===== config.mk =====
export PLATFORM = sky130hd
export DESIGN_NAME = v_ram_frame_ctrl_flat
export DESIGN_NICKNAME = d
export VERILOG_FILES = /design/src/rtl/v_ram_frame_ctrl_if.sv /design/src/rtl/v_ram_frame_ctrl.sv /design/src/flat_wrapper.sv
export SDC_FILE = /design/constraint.sdc
export NUM_CORES = 1
export LEC_CHECK = 0
export BUFFER_PORTS_ARGS = -buffer_cell sky130_fd_sc_hd__buf_2
export CAP_MARGIN = 20
export CORE_AREA = 5 5 68 70
export CTS_BUF_LIST = sky130_fd_sc_hd__clkbuf_4 sky130_fd_sc_hd__clkbuf_8 sky130_fd_sc_hd__clkbuf_16
export DETAILED_ROUTE_END_ITERATION = 10
export DIE_AREA = 0 0 73 75
export GPL_TIMING_DRIVEN = 0
export PLACE_DENSITY = 0.89
export RECOVER_POWER = 50
export SETUP_SLACK_MARGIN = 0.5
export SYNTH_ARGS = -nofsm -noshare
export SYNTH_HDL_FRONTEND = slang
export SYNTH_SLANG_ARGS = --single-unit

===== constraint.sdc =====
create_clock -name clk -period 3.4 [get_ports clk]
set_input_delay 0.68 -clock clk [delete_from_list [all_inputs] [get_ports clk]]
set_output_delay 0.68 -clock clk [all_outputs]
set_load 0.05 [all_outputs]

===== src/rtl/v_ram_frame_ctrl_if.sv =====
// Stream-in / stream-out / single-port RAM signal bundle for the frame buffer controller.
// slave is the controller's view; master is the surrounding environment's view.
interface v_ram_frame_ctrl_if #(
  parameter int unsigned DW = 16,
  parameter int unsigned AW = 6
);
  logic          s_valid;
  logic [DW-1:0] s_data;
  logic          s_last;
  logic          s_ready;
  logic          m_valid;
  logic [DW-1:0] m_data;
  logic          m_last;
  logic          m_ready;
  logic          ram_en;
  logic          ram_we;
  logic [AW-1:0] ram_addr;
  logic [DW-1:0] ram_di;
  logic [DW-1:0] ram_do;

  modport slave (
    input  s_valid, s_data, s_last, m_ready, ram_do,
    output s_ready, m_valid, m_data, m_last, ram_en, ram_we, ram_addr, ram_di
  );

  modport master (
    output s_valid, s_data, s_last, m_ready, ram_do,
    input  s_ready, m_valid, m_data, m_last, ram_en, ram_we, ram_addr, ram_di
  );
endinterface


===== src/rtl/v_ram_frame_ctrl.sv =====
// Store-and-forward frame buffer: fills one frame into an external single-port RAM,
// then drains it in order before accepting the next frame.
module v_ram_frame_ctrl #(
  parameter int unsigned DW = 16,
  parameter int unsigned AW = 6
) (
  input logic              clk,
  input logic              rst,
  v_ram_frame_ctrl_if.slave bus
);
  localparam int unsigned LW = AW + 1;

  typedef enum logic {FILL, DRAIN} state_t;

  state_t        state_q, state_d;
  logic [AW-1:0] wr_ptr_q;
  logic [LW-1:0] rd_ptr_q;
  logic [LW-1:0] len_q;
  logic          m_valid_q;
  logic          m_last_q;

  logic          ram_en_c;
  logic          ram_we_c;
  logic [AW-1:0] ram_addr_c;
  logic [DW-1:0] ram_di_c;
  logic          wr_fire_c;
  logic          frame_end_c;
  logic          rd_fire_c;
  logic          out_done_c;

  always_ff @(posedge clk) begin
    if (rst) state_q <= FILL;
    else     state_q <= state_d;
  end

  // RAM port is driven combinationally so a write or read issues in the handshake cycle
  always_comb begin
    state_d     = state_q;
    ram_en_c    = 1'b0;
    ram_we_c    = 1'b0;
    ram_addr_c  = wr_ptr_q;
    ram_di_c    = bus.s_data;
    wr_fire_c   = 1'b0;
    frame_end_c = 1'b0;
    rd_fire_c   = 1'b0;
    out_done_c  = 1'b0;
    case (state_q)
      FILL: begin
        if (bus.s_valid) begin
          ram_en_c  = 1'b1;
          ram_we_c  = 1'b1;
          wr_fire_c = 1'b1;
          if (bus.s_last || (wr_ptr_q == '1)) begin
            frame_end_c = 1'b1;
            state_d     = DRAIN;
          end
        end
      end
      DRAIN: begin
        if ((rd_ptr_q < len_q) && (!m_valid_q || bus.m_ready)) begin
          ram_en_c   = 1'b1;
          ram_addr_c = rd_ptr_q[AW-1:0];
          rd_fire_c  = 1'b1;
        end
        if (m_valid_q && bus.m_ready && m_last_q) begin
          out_done_c = 1'b1;
          state_d    = FILL;
        end
      end
      default: state_d = FILL;
    endcase
    if (rst) begin
      ram_en_c = 1'b0;
      ram_we_c = 1'b0;
    end
  end

  // Pointers, frame length and output flags; m_last tracks the word now held in ram_do
  always_ff @(posedge clk) begin
    if (rst) begin
      wr_ptr_q  <= '0;
      rd_ptr_q  <= '0;
      len_q     <= '0;
      m_valid_q <= 1'b0;
      m_last_q  <= 1'b0;
    end else begin
      if (wr_fire_c) wr_ptr_q <= wr_ptr_q + AW'(1);
      if (out_done_c) wr_ptr_q <= '0;
      if (frame_end_c) begin
        len_q    <= LW'(wr_ptr_q) + LW'(1);
        rd_ptr_q <= '0;
      end
      if (rd_fire_c) begin
        rd_ptr_q  <= rd_ptr_q + LW'(1);
        m_valid_q <= 1'b1;
        m_last_q  <= (rd_ptr_q == (len_q - LW'(1)));
      end else if (m_valid_q && bus.m_ready) begin
        m_valid_q <= 1'b0;
        m_last_q  <= 1'b0;
      end
    end
  end

  assign bus.s_ready  = (state_q == FILL);
  assign bus.m_valid  = m_valid_q;
  assign bus.m_last   = m_last_q;
  assign bus.m_data   = bus.ram_do;
  assign bus.ram_en   = ram_en_c;
  assign bus.ram_we   = ram_we_c;
  assign bus.ram_addr = ram_addr_c;
  assign bus.ram_di   = ram_di_c;
endmodule


===== src/flat_wrapper.sv =====
// flat-port wrapper written by rule: the top's interface ports become plain ports
module v_ram_frame_ctrl_flat 
#(
  parameter int unsigned DW = 16,
  parameter int unsigned AW = 6
)
  (clk, rst, bus_s_valid, bus_s_data, bus_s_last, bus_m_ready, bus_ram_do, bus_s_ready, bus_m_valid, bus_m_data, bus_m_last, bus_ram_en, bus_ram_we, bus_ram_addr, bus_ram_di);
  v_ram_frame_ctrl_if #(.DW(DW), .AW(AW)) bus_i ();
  input logic clk;
  input logic rst;
  input wire logic [$bits(bus_i.s_valid)-1:0] bus_s_valid;
  input wire logic [$bits(bus_i.s_data)-1:0] bus_s_data;
  input wire logic [$bits(bus_i.s_last)-1:0] bus_s_last;
  input wire logic [$bits(bus_i.m_ready)-1:0] bus_m_ready;
  input wire logic [$bits(bus_i.ram_do)-1:0] bus_ram_do;
  output wire logic [$bits(bus_i.s_ready)-1:0] bus_s_ready;
  output wire logic [$bits(bus_i.m_valid)-1:0] bus_m_valid;
  output wire logic [$bits(bus_i.m_data)-1:0] bus_m_data;
  output wire logic [$bits(bus_i.m_last)-1:0] bus_m_last;
  output wire logic [$bits(bus_i.ram_en)-1:0] bus_ram_en;
  output wire logic [$bits(bus_i.ram_we)-1:0] bus_ram_we;
  output wire logic [$bits(bus_i.ram_addr)-1:0] bus_ram_addr;
  output wire logic [$bits(bus_i.ram_di)-1:0] bus_ram_di;
  assign bus_i.s_valid = bus_s_valid;
  assign bus_i.s_data = bus_s_data;
  assign bus_i.s_last = bus_s_last;
  assign bus_i.m_ready = bus_m_ready;
  assign bus_i.ram_do = bus_ram_do;
  assign bus_s_ready = bus_i.s_ready;
  assign bus_m_valid = bus_i.m_valid;
  assign bus_m_data = bus_i.m_data;
  assign bus_m_last = bus_i.m_last;
  assign bus_ram_en = bus_i.ram_en;
  assign bus_ram_we = bus_i.ram_we;
  assign bus_ram_addr = bus_i.ram_addr;
  assign bus_ram_di = bus_i.ram_di;
  v_ram_frame_ctrl #(.DW(DW), .AW(AW)) u_core (.clk(clk), .rst(rst), .bus(bus_i));
endmodule

# Yosys cells after proc, flatten, opt, wreduce, memory -nomap -nowiden
# Cells that the tools add are included.
[totals] ff_bits=23 inputBits=37 word_cells=44
[op_classes] n_mux=21 n_eq_ne=2 magnitude_cmp=1 n_reduce_logical=9 addsub=4 bitwise=1
[ops] op="two-way mux 1 bit" count=15
[ops] op="two-way mux 7 bit" count=2
[ops] op="two-way mux 6 bit" count=2
[ops] op="adder 6 x 1 -> 7 bit, second input constant" count=1
[ops] op="adder 7 x 1 -> 7 bit, second input constant" count=1
[ops] op="== test 7 bit" count=1
[ops] op="< comparator 7 bit" count=1
[ops] op="subtractor 7 x 1 -> 7 bit, second input constant" count=1
[ops] op="adder 6 x 1 -> 6 bit, second input constant" count=1
[ops] op="== test 6 bit, second input constant" count=1
[ops] op="case mux 1 bit (2 select lines)" count=2
[ops] op="nonzero test 2 bit" count=2
[ops] op="logical AND 1 bit" count=3
[ops] op="logical OR 1 bit" count=2
[ops] op="OR reduction 2 bit" count=1
[ops] op="zero test 1 bit" count=1
[ops] op="NOT 1 bit" count=1

# Logic depth before layout (Yosys ltp)
# Gate-level depths: netlist of run 1.
[depth] ltp_word=7 depth_mapped=8 mapped_depth_nobuf=7

# Worst setup path before layout of run 1
# Ideal clock, no wire load.
[synth_timing] kind="register to output" start="register u_core.len_q[1]" end="output bus_ram_addr[0]" path_buffers=0 required_time_ns=2.720 arrival_time_ns=2.589 path_slack_ns=0.131 path_stages_with_launch=8 cell_sequence="dfxtp_1 > inv_1 > ha_1 > nor2b_1 > o21a_1 > o21ai_0 > nand2_1 > o21ai_0"
[synth_between] elab_chain_cells=4
[synth_lines] item="start, declared" line="v_ram_frame_ctrl.sv:18" text="logic [LW-1:0] len_q;"
[synth_lines] item="start signal, assigned" line="v_ram_frame_ctrl.sv:90" text="len_q <= LW'(wr_ptr_q) + LW'(1);"
[synth_lines] item="< comparator 7 bit" line="v_ram_frame_ctrl.sv:60" text="if ((rd_ptr_q < len_q) && (!m_valid_q || bus.m_ready)) begin"
[synth_lines] item="logical AND 1 bit" line="v_ram_frame_ctrl.sv:60"
[synth_lines] item="two-way mux 6 bit" line="v_ram_frame_ctrl.sv:60"
[synth_lines] item="two-way mux 6 bit" line="v_ram_frame_ctrl.sv:47" text="case (state_q)"
[synth_lines] item="end, declared" line="flat_wrapper.sv:22" text="output wire logic [$bits(bus_i.ram_addr)-1:0] bus_ram_addr;"
# No other way between the ends.

# Worst setup path after layout of run 1
[layout_timing] start="register u_core.len_q[1]" end="output bus_ram_addr[3]"
# Same word-level chain as after synthesis.

==> flow_summary.toml, run 1 <==
[die]
die_height_microns = 75
design.core.area_sq_mm = 0.00391
initial_standard_cell_utilization_of_the_core_pct = 45.5
dieArea_sq_mm = 0.00548
die_w_microns = 73
pin_count = 80
row_count = 23

[clocking]
cts_tree = "done"
ctsLongestPathBuffers = 2
number_of_buffers_inserted_for_hold_repair_after_clock_tree_synthesis = 0
cts.reportedPaths.clkPinSlew_ns = 0.07
clock-root-buffer = "sky130_fd_sc_hd__clkbuf_8"
htreeDepth = 1
numClockSinks = 23
numCtsBuffers = 3
clk_latency_ns = 0.27

[sta]
tightest_slew_ns = 0.702
fin_crit_sh_pct = 85.3
setup-tns-final_ns = 0
maxSlewHeadroom_pct = 52.7
setup_viol = 0
highest_clock_rate_ghz = 0.345
final_max_slew_viol_count = 0
final_hold_fails = 0
fin_worst_skew_ns = 0.00716
period_minus_slack_ns = 2.90
fin_worst_hold_slack_ns = 0.502
setup_repair_after_global_routing_missed_its_margin = "yes"

[grt]
globalRoute.totalOverflow = 0
grt_first_pass_wirelength_mm = 7.37
maximum_number_of_pins_on_one_net_before_global_route_repair = 13
track_usage_pct = 17.1
antenna_violations_before_repair = 0
grt_pass1_vias = 1584

[setup_path]
required_ns = 2.72
critPathCaptureType = "output pin"
critPathBufInv = 3
slowest_cp_cell = "sky130_fd_sc_hd__dfxtp_4"
worstSetupPathType = "register to output pin"
path_common_cell = "sky130_fd_sc_hd__o21a_1"
largest_stage_delay_on_the_critical_path_ns = 0.37
cp_data_arrival_time_ns = 2.22
path_delay_family = "flip-flops"
path_max_fanout = 5
setup.worst_path.start_class = "register"
path_cells = "inv_4 > ha_4 > nor2b_4 > o21a_1 > o21a_1 > clkbuf_8 > nor2_4 > mux2_4 > buf_8"

[synthesis]
synth.cell_area_sq_mm = 0.00178
synthesis.nets = 268
postSynth.topFlopCell = "sky130_fd_sc_hd__dfxtp_1"
synth_area_leaders = "sky130_fd_sc_hd__dfxtp_1, sky130_fd_sc_hd__buf_4, sky130_fd_sc_hd__ha_1"
yosysMostFrequentCell = "sky130_fd_sc_hd__buf_4"
synth-seq-cells = 23
synth_largest_area_cell = "sky130_fd_sc_hd__dfxtp_1"
synthesis.instances = 221
post_synth_num_cell_types = 40
synth.yosys.warnings = 0
synth.top_cells.by_count = "sky130_fd_sc_hd__buf_4, sky130_fd_sc_hd__dfxtp_1, sky130_fd_sc_hd__nor2_1"
synth-async-reset-ratio_pct = 0
synth_enable_flop_cells = 0
post-synth-top-area-fraction_pct = 25.9
avgSynthCellArea_sq_um = 8.05
synth_sequential_area_ratio_pct = 25.9

[drt]
number_of_drc_violations_after_detailed_routing = 0
detailroute.via_count = 1775
via_per_inst = 5.38
drt_iter0_drc = 122
postRouteWirelength_mm = 4.78
drt_pre_antenna_iters = 5
antenna_left = 0
avgRoutedWirePerCell_microns = 14.5

[placed_design]
post-place-cells = 318
gp_routability_congestion = 0.852
hpwlAfterDp_mm = 3.42
place.port_buffers = 47

[layout]
fin_util_pct = 58.7
diodes_inserted = 0
layoutNonFillerInstCount = 330
n_fill_cell = 357
multi_input_area_sq_mm = 0.00109
seqCellArea_sq_um = 473
final_layout_size_suffix_gt1_share_pct = 32.1
finish.net_count = 328
areaGrowthSynthToFinish_pct = 29.2

[min_path]
hold_path_class = "register to register"

[pwr]
powerDensity_mw_per_mm2 = 334
power.leakage_nw = 0.944
vdd_drop_max_uv = 279

[job]
drv_cap = 0

[status]
status = "complete, no violations"
[layout by cell type, fill, tap and decap left out, types with 6 or more instances in the layout]
cell type | synthesis | final
sky130_fd_sc_hd__o21ai_0 | 8 | 6
sky130_fd_sc_hd__buf_2 | 2 | 11
sky130_fd_sc_hd__inv_1 | 11 | 9
sky130_fd_sc_hd__xor2_1 | 7 | 7
sky130_fd_sc_hd__clkbuf_1 | 7 | 38
sky130_fd_sc_hd__nand2_1 | 14 | 12
sky130_fd_sc_hd__buf_4 | 32 | 40
sky130_fd_sc_hd__or3_1 | 8 | 8
sky130_fd_sc_hd__a21oi_1 | 11 | 9
sky130_fd_sc_hd__dfxtp_1 | 23 | 17
sky130_fd_sc_hd__a211oi_1 | 9 | 9
sky130_fd_sc_hd__xnor2_1 | 7 | 7
sky130_fd_sc_hd__ha_1 | 10 | 7
sky130_fd_sc_hd__nor2_1 | 15 | 14
sky130_fd_sc_hd__nand3_1 | 11 | 11
[sequential cells by signal, indices dropped and copies added (netlist names)]
register / count
u_core.wr_ptr_q: 6
u_core.len_q: 7
u_core.rd_ptr_q: 7
u_core.bus.m_valid: 1
u_core.bus.m_last: 1
u_core.state_q: 1
[worst paths after layout]
check                   from                 to  slack (ns)  depth (start not counted)
max reg2reg  u_core.len_q[1]  u_core.bus.m_last        1.37                          8
min          u_core.len_q[5]    u_core.len_q[5]        0.50                          2
max          u_core.len_q[1]    bus_ram_addr[3]        0.50                          9
min reg2reg  u_core.len_q[5]    u_core.len_q[5]        0.50                          2
[worst reg2reg max path, cell delays in order (launching register included)]
cell	delay, ns
sky130_fd_sc_hd__dfxtp_4	0.37
sky130_fd_sc_hd__inv_4	0.04
sky130_fd_sc_hd__buf_4	0.12
sky130_fd_sc_hd__ha_1	0.27
sky130_fd_sc_hd__xnor2_1	0.12
sky130_fd_sc_hd__or3_1	0.31
sky130_fd_sc_hd__a2111oi_0	0.44
sky130_fd_sc_hd__nor3_1	0.11
sky130_fd_sc_hd__a221oi_2	0.18
[metal layers]
layer	global-route usage [%]	routed length, microns
met5	0	0
met1	20.8	1800
met3	3.34	547
met4	6.56	77
met2	29.9	2350
[cell families after synthesis]
group / Yosys count / share of synthesized area (%)
DFF: 23 / 25.9
xor gates and xnor gates: 14 / 6.89
AOI/OAI and AO/OA: 49 / 19.1
buffers and inverters: 52 / 17.9
and+or+nand+nor: 67 / 19.5
adders and majority gates: 10 / 7.03
muxes: 6 / 3.73
[final cells by class]
type	instances	area share [%]
buffer	41	12.5
clock buffer	4	2.12
inverter	11	1.91
multi-input combinational	146	47.3
sequential	23	20.6
tap	50	2.72
timing repair buffer	55	12.9
[per-stage QoR]
step,worst slack (ns),power (mW),cell area [sq um]
3_3_place_gp,0.318,0.561,2080
3_5_place_dp,0.264,0.565,2080
2_1_floorplan,0.495,0.515,1780
4_1_cts,0.479,0.763,2260
6_report,0.500,0.767,2300
5_1_grt,0.425,0.809,2300
[timing repair]
action	4_1_cts	5_1_grt
gates resized for setup	32	15
setup buffers	4	4
endpoints found under the setup margin	7	7
pin swaps	4	3
[report_power, final]
group / internal, mW / total [mW] / switching, mW
combinational: 0.102 / 0.294 / 0.192
sequential: 0.280 / 0.295 / 0.0142
clock: 0.0918 / 0.179 / 0.0871
Power figures use the tool's default switching activity.
==> run 2, diff against run 1 <==
Settings changed: CORE_AREA 5 5 68 70 to 2 2 65 67, DIE_AREA 0 0 73 75 to 0 0 67 69.
==> flow_summary.toml, run 2 (synthesis gave the netlist of run 1 again) <==
[drt]
drt_pre_antenna_iters = 4
avgRoutedWirePerCell_microns = 14.7
antenna_left = 0
via_per_inst = 5.45
number_of_drc_violations_after_detailed_routing = 0
drt_iter0_drc = 69
postRouteWirelength_mm = 4.81
detailroute.via_count = 1787

[die]
die_w_microns = 67
pin_count = 80
design.core.area_sq_mm = 0.00391
row_count = 23
die_height_microns = 69
dieArea_sq_mm = 0.00462
initial_standard_cell_utilization_of_the_core_pct = 45.5

[clocking]
number_of_buffers_inserted_for_hold_repair_after_clock_tree_synthesis = 0
numCtsBuffers = 3
clk_latency_ns = 0.27
clock-root-buffer = "sky130_fd_sc_hd__clkbuf_8"
cts.reportedPaths.clkPinSlew_ns = 0.08
ctsLongestPathBuffers = 2
cts_tree = "done"
htreeDepth = 1
numClockSinks = 23

[sta]
fin_worst_hold_slack_ns = 0.502
fin_crit_sh_pct = 85.1
highest_clock_rate_ghz = 0.346
fin_worst_skew_ns = 0.00186
final_max_slew_viol_count = 0
setup_repair_after_global_routing_missed_its_margin = "yes"
setup_viol = 0
final_hold_fails = 0
maxSlewHeadroom_pct = 50.3
tightest_slew_ns = 0.737
period_minus_slack_ns = 2.89
setup-tns-final_ns = 0

[setup_path]
largest_stage_delay_on_the_critical_path_ns = 0.35
critPathBufInv = 2
required_ns = 2.72
setup.worst_path.start_class = "register"
critPathCaptureType = "output pin"
cp_data_arrival_time_ns = 2.21
worstSetupPathType = "register to output pin"
path_delay_family = "simple AND/OR/NAND/NOR gates"
slowest_cp_cell = "sky130_fd_sc_hd__mux2_4"
path_max_fanout = 5
path_cells = "inv_1 > ha_1 > nand2_1 > and4b_2 > o21ai_4 > nor2_4 > mux2_4 > buf_8"

[layout]
areaGrowthSynthToFinish_pct = 28.5
final_layout_size_suffix_gt1_share_pct = 31.7
biggestRegsByFlops = "u_core.len_q x7, u_core.rd_ptr_q x7, u_core.wr_ptr_q x6"
finish.net_count = 326
n_fill_cell = 359
mostFrequentLayoutCell = "sky130_fd_sc_hd__clkbuf_1"
mostFrequentLayoutCells = "sky130_fd_sc_hd__clkbuf_1, sky130_fd_sc_hd__buf_4, sky130_fd_sc_hd__dfxtp_1, sky130_fd_sc_hd__nor2_1, sky130_fd_sc_hd__nand2_1"
post-route-cell-area_sq_mm = 0.00229
diodes_inserted = 0
fin_util_pct = 58.4

[pwr]
powerDensity_mw_per_mm2 = 339
vdd_drop_max_uv = 249
totalPowerFinal_uw = 776
power.leakage_nw = 0.942

[placed_design]
hpwlAfterDp_mm = 3.27
placedInstanceArea_sq_mm = 0.00208
place.port_buffers = 47
gp_routability_congestion = 0.938

[job]
drv_cap = 0

[grt]
grt_first_pass_wirelength_mm = 7.22
maximum_number_of_pins_on_one_net_before_global_route_repair = 13
globalRoute.totalOverflow = 0
track_usage_pct = 19.9
grt_pass1_vias = 1581
antenna_violations_before_repair = 0

[status]
status = "complete, no violations"

[min_path]
hold_path_class = "register to register"
[run 2: where the power goes]
group | total [mW] | switching, mW | internal (mW) | leakage (nW)
clock network | 0.182 | 0.0899 | 0.0919 | 0.0262
logic | 0.299 | 0.197 | 0.103 | 0.725
registers | 0.295 | 0.0146 | 0.280 | 0.191
[run 2: tightest hold or removal path: stages (launching register included)]
cell and delay (ns):
sky130_fd_sc_hd__dfxtp_1 0.34, sky130_fd_sc_hd__nand2_1 0.06, sky130_fd_sc_hd__a21oi_1 0.05
[run 2: routing by layer]
| layer | share of wire (%) | routed length (microns) | up-vias | track usage [%] |
|---|---|---|---|---|
| met1 | 38 | 1830 | 813 | 23.8 |
| li1 | - | - | 863 | - |
| met3 | 8.5 | 407 | 13 | 3.92 |
| met2 | 51 | 2440 | 98 | 33.7 |
| met4 | 2.6 | 127 | 0 | 8.84 |
| met5 | 0 | 0 | - | 0 |
[run 2: final timing paths]
check / from / end / slack (ns) / cells after the start
hold reg to reg: u_core.wr_ptr_q[1] / u_core.wr_ptr_q[1] / 0.50 / 2
setup / recovery: u_core.len_q[6] / bus_ram_addr[1] / 0.51 / 8
setup reg to reg: u_core.len_q[1] / u_core.bus.m_last / 1.35 / 8
hold / removal: u_core.wr_ptr_q[1] / u_core.wr_ptr_q[1] / 0.50 / 2
[run 2: what timing repair did]
item / CTS / global route
pin swaps: 4 / 3
gates resized for setup: 33 / 18
setup endpoints to repair: 7 / 7
cloned: 0 / 0
buffers inserted: 4 / 2
[run 2: final cells by class]
| cell class | count | area, sq um | share of cell area (%) |
|---|---|---|---|
| multi-input cells | 146 | 1080 | 47.4 |
| flip-flops and latches | 23 | 474 | 20.7 |
| repair buffers | 53 | 287 | 12.5 |
| plain buffers | 41 | 287 | 12.5 |
| well taps | 50 | 62.6 | 2.74 |
| clock buffers | 4 | 48.8 | 2.13 |
| inverters | 11 | 43.8 | 1.92 |
[run 2: stage by stage]
step	worst slack, ns	instances
2_1_floorplan	0.495	221
3_3_place_gp	0.323	318
3_5_place_dp	0.237	318
4_1_cts	0.502	326
5_1_grt	0.450	328
6_report	0.508	328
==> run 3, diff against run 2 <==
Settings changed: CORE_AREA 2 2 65 67 to 2 2 55 78, DIE_AREA 0 0 67 69 to 0 0 57 80.
==> flow_summary.toml, run 3 (synthesis gave the netlist of run 1 again) <==
[die]
die_height_microns = 80
row_count = 27
design.core.area_sq_mm = 0.00385
initial_standard_cell_utilization_of_the_core_pct = 46.2
pin_count = 80
die_w_microns = 57
dieArea_sq_mm = 0.00456

[layout]
mostFrequentLayoutCells = "sky130_fd_sc_hd__clkbuf_1, sky130_fd_sc_hd__buf_4, sky130_fd_sc_hd__dfxtp_1, sky130_fd_sc_hd__nor2_1, sky130_fd_sc_hd__nand2_1"
biggestRegsByFlops = "u_core.len_q x7, u_core.rd_ptr_q x7, u_core.wr_ptr_q x6"
finish.net_count = 325
diodes_inserted = 0
fin_util_pct = 58.7
final_layout_size_suffix_gt1_share_pct = 30.7
areaGrowthSynthToFinish_pct = 27.1

[setup_path]
worst_reg2reg_setup_slack_ns = 1.24
path_max_fanout = 6
worstSetupPathType = "register to output pin"
beginning_of_the_worst_register_to_register_path = "u_core.len_q[1]"
cp_data_arrival_time_ns = 2.21
critPathCaptureType = "output pin"
worst_r2r_path_depth = 8
setup.worst_path.start_class = "register"
worstReg2RegEnd = "u_core.bus.m_last"
required_ns = 2.72

[sta]
final_hold_fails = 0
period_minus_slack_ns = 2.89
fin_worst_skew_ns = 0.00163
setup_repair_after_global_routing_missed_its_margin = "yes"
final_max_slew_viol_count = 0
setup_viol = 0
tightest_slew_ns = 0.800
setup-tns-final_ns = 0
maxSlewHeadroom_pct = 46.1
final_critical_path_setup_slack_ns = 0.510
fin_crit_sh_pct = 85.0
highest_clock_rate_ghz = 0.346

[placed_design]
hpwlAfterDp_mm = 3.44
dp_worst_setup_slack_ns = 0.306
place.port_buffers = 47
gp_routability_congestion = 0.870

[clocking]
htreeDepth = 1
clk_latency_ns = 0.27
clock-root-buffer = "sky130_fd_sc_hd__clkbuf_8"
cts.reportedPaths.clkPinSlew_ns = 0.08
ctsLongestPathBuffers = 2
numClockSinks = 23
cts_tree = "done"
numCtsBuffers = 3
number_of_buffers_inserted_for_hold_repair_after_clock_tree_synthesis = 0

[drt]
drt_iter0_drc = 37
number_of_drc_violations_after_detailed_routing = 0
antenna_left = 0
detailroute.via_count = 1812
via_per_inst = 5.66
postRouteWirelength_mm = 4.77
avgRoutedWirePerCell_microns = 14.9
drt_pre_antenna_iters = 4

[grt]
maximum_number_of_pins_on_one_net_before_global_route_repair = 13
antenna_violations_before_repair = 0
globalRoute.totalOverflow = 0
track_usage_pct = 20.4
grt_first_pass_wirelength_mm = 7.51
grt_pass1_vias = 1775

[min_path]
hold-path-endpoint = "u_core.state_q"
hold_path_depth = 2
hold_path_class = "register to register"
worst_min_path_start = "u_core.state_q"

[status]
status = "complete, no violations"

[pwr]
power.leakage_nw = 0.938
powerDensity_mw_per_mm2 = 342
totalPowerFinal_uw = 774
vdd_drop_max_uv = 328

[job]
drv_cap = 0
run 3: repair_timing:
action | 4_1_cts | 5_1_grt
endpoints found under the setup margin | 7 | 7
buffers inserted | 3 | 2
pin swaps | 4 | 3
resized for setup | 30 | 15
run 3: final cells by class:
type | instances | area [sq um]
inverter | 11 | 43.8
tap | 43 | 53.8
sequential | 23 | 472
clock buffer | 4 | 48.8
multi-input combinational | 146 | 1080
timing repair buffer | 52 | 274
fill | 343 | 1590
buffer | 41 | 287
run 3: where the power goes:
part	switching, mW	internal (mW)
clock	0.0911	0.0918
combinational	0.194	0.101
sequential	0.0153	0.280
total	0.301	0.473
run 3: worst max-delay path, stage by stage (launching register included):
cell and delay (ns):
sky130_fd_sc_hd__dfxtp_4 0.39, sky130_fd_sc_hd__ha_4 0.24, sky130_fd_sc_hd__nor2b_4 0.11, sky130_fd_sc_hd__o21a_1 0.19
sky130_fd_sc_hd__o21a_1 0.18, sky130_fd_sc_hd__clkbuf_8 0.14, sky130_fd_sc_hd__nor2_4 0.20, sky130_fd_sc_hd__mux2_4 0.34
sky130_fd_sc_hd__buf_8 0.15
run 3: how the worst max path moves through the flow:
stage,startpoint,end,cells past startpoint
after floorplan,u_core.len_q[1],bus_ram_addr[0],7
after global placement,u_core.len_q[1],bus_ram_addr[2],9
after detailed placement,u_core.len_q[1],bus_ram_addr[2],9
after CTS,u_core.len_q[2],bus_ram_addr[2],8
after global routing,u_core.len_q[1],bus_ram_addr[1],9
final,u_core.rd_ptr_q[1],bus_ram_addr[2],8
run 3: through the flow:
stage	hold slack, ns	cells	instance area (sq um)
global route	0.528	320	2260
finish	0.499	320	2260
global placement	0.471	311	2070
floorplan	0.459	221	1780
detailed placement	0.488	311	2070
CTS	0.500	318	2240
run 3: per-layer routing:
metal | wire length [microns] | track usage (%) | vias up
met4 | 183 | 9.53 | 0
li1 | - | - | 862
met5 | 0 | 0 | -
met2 | 2690 | 42.8 | 88
met3 | 358 | 2.59 | 21
met1 | 1540 | 18.3 | 841
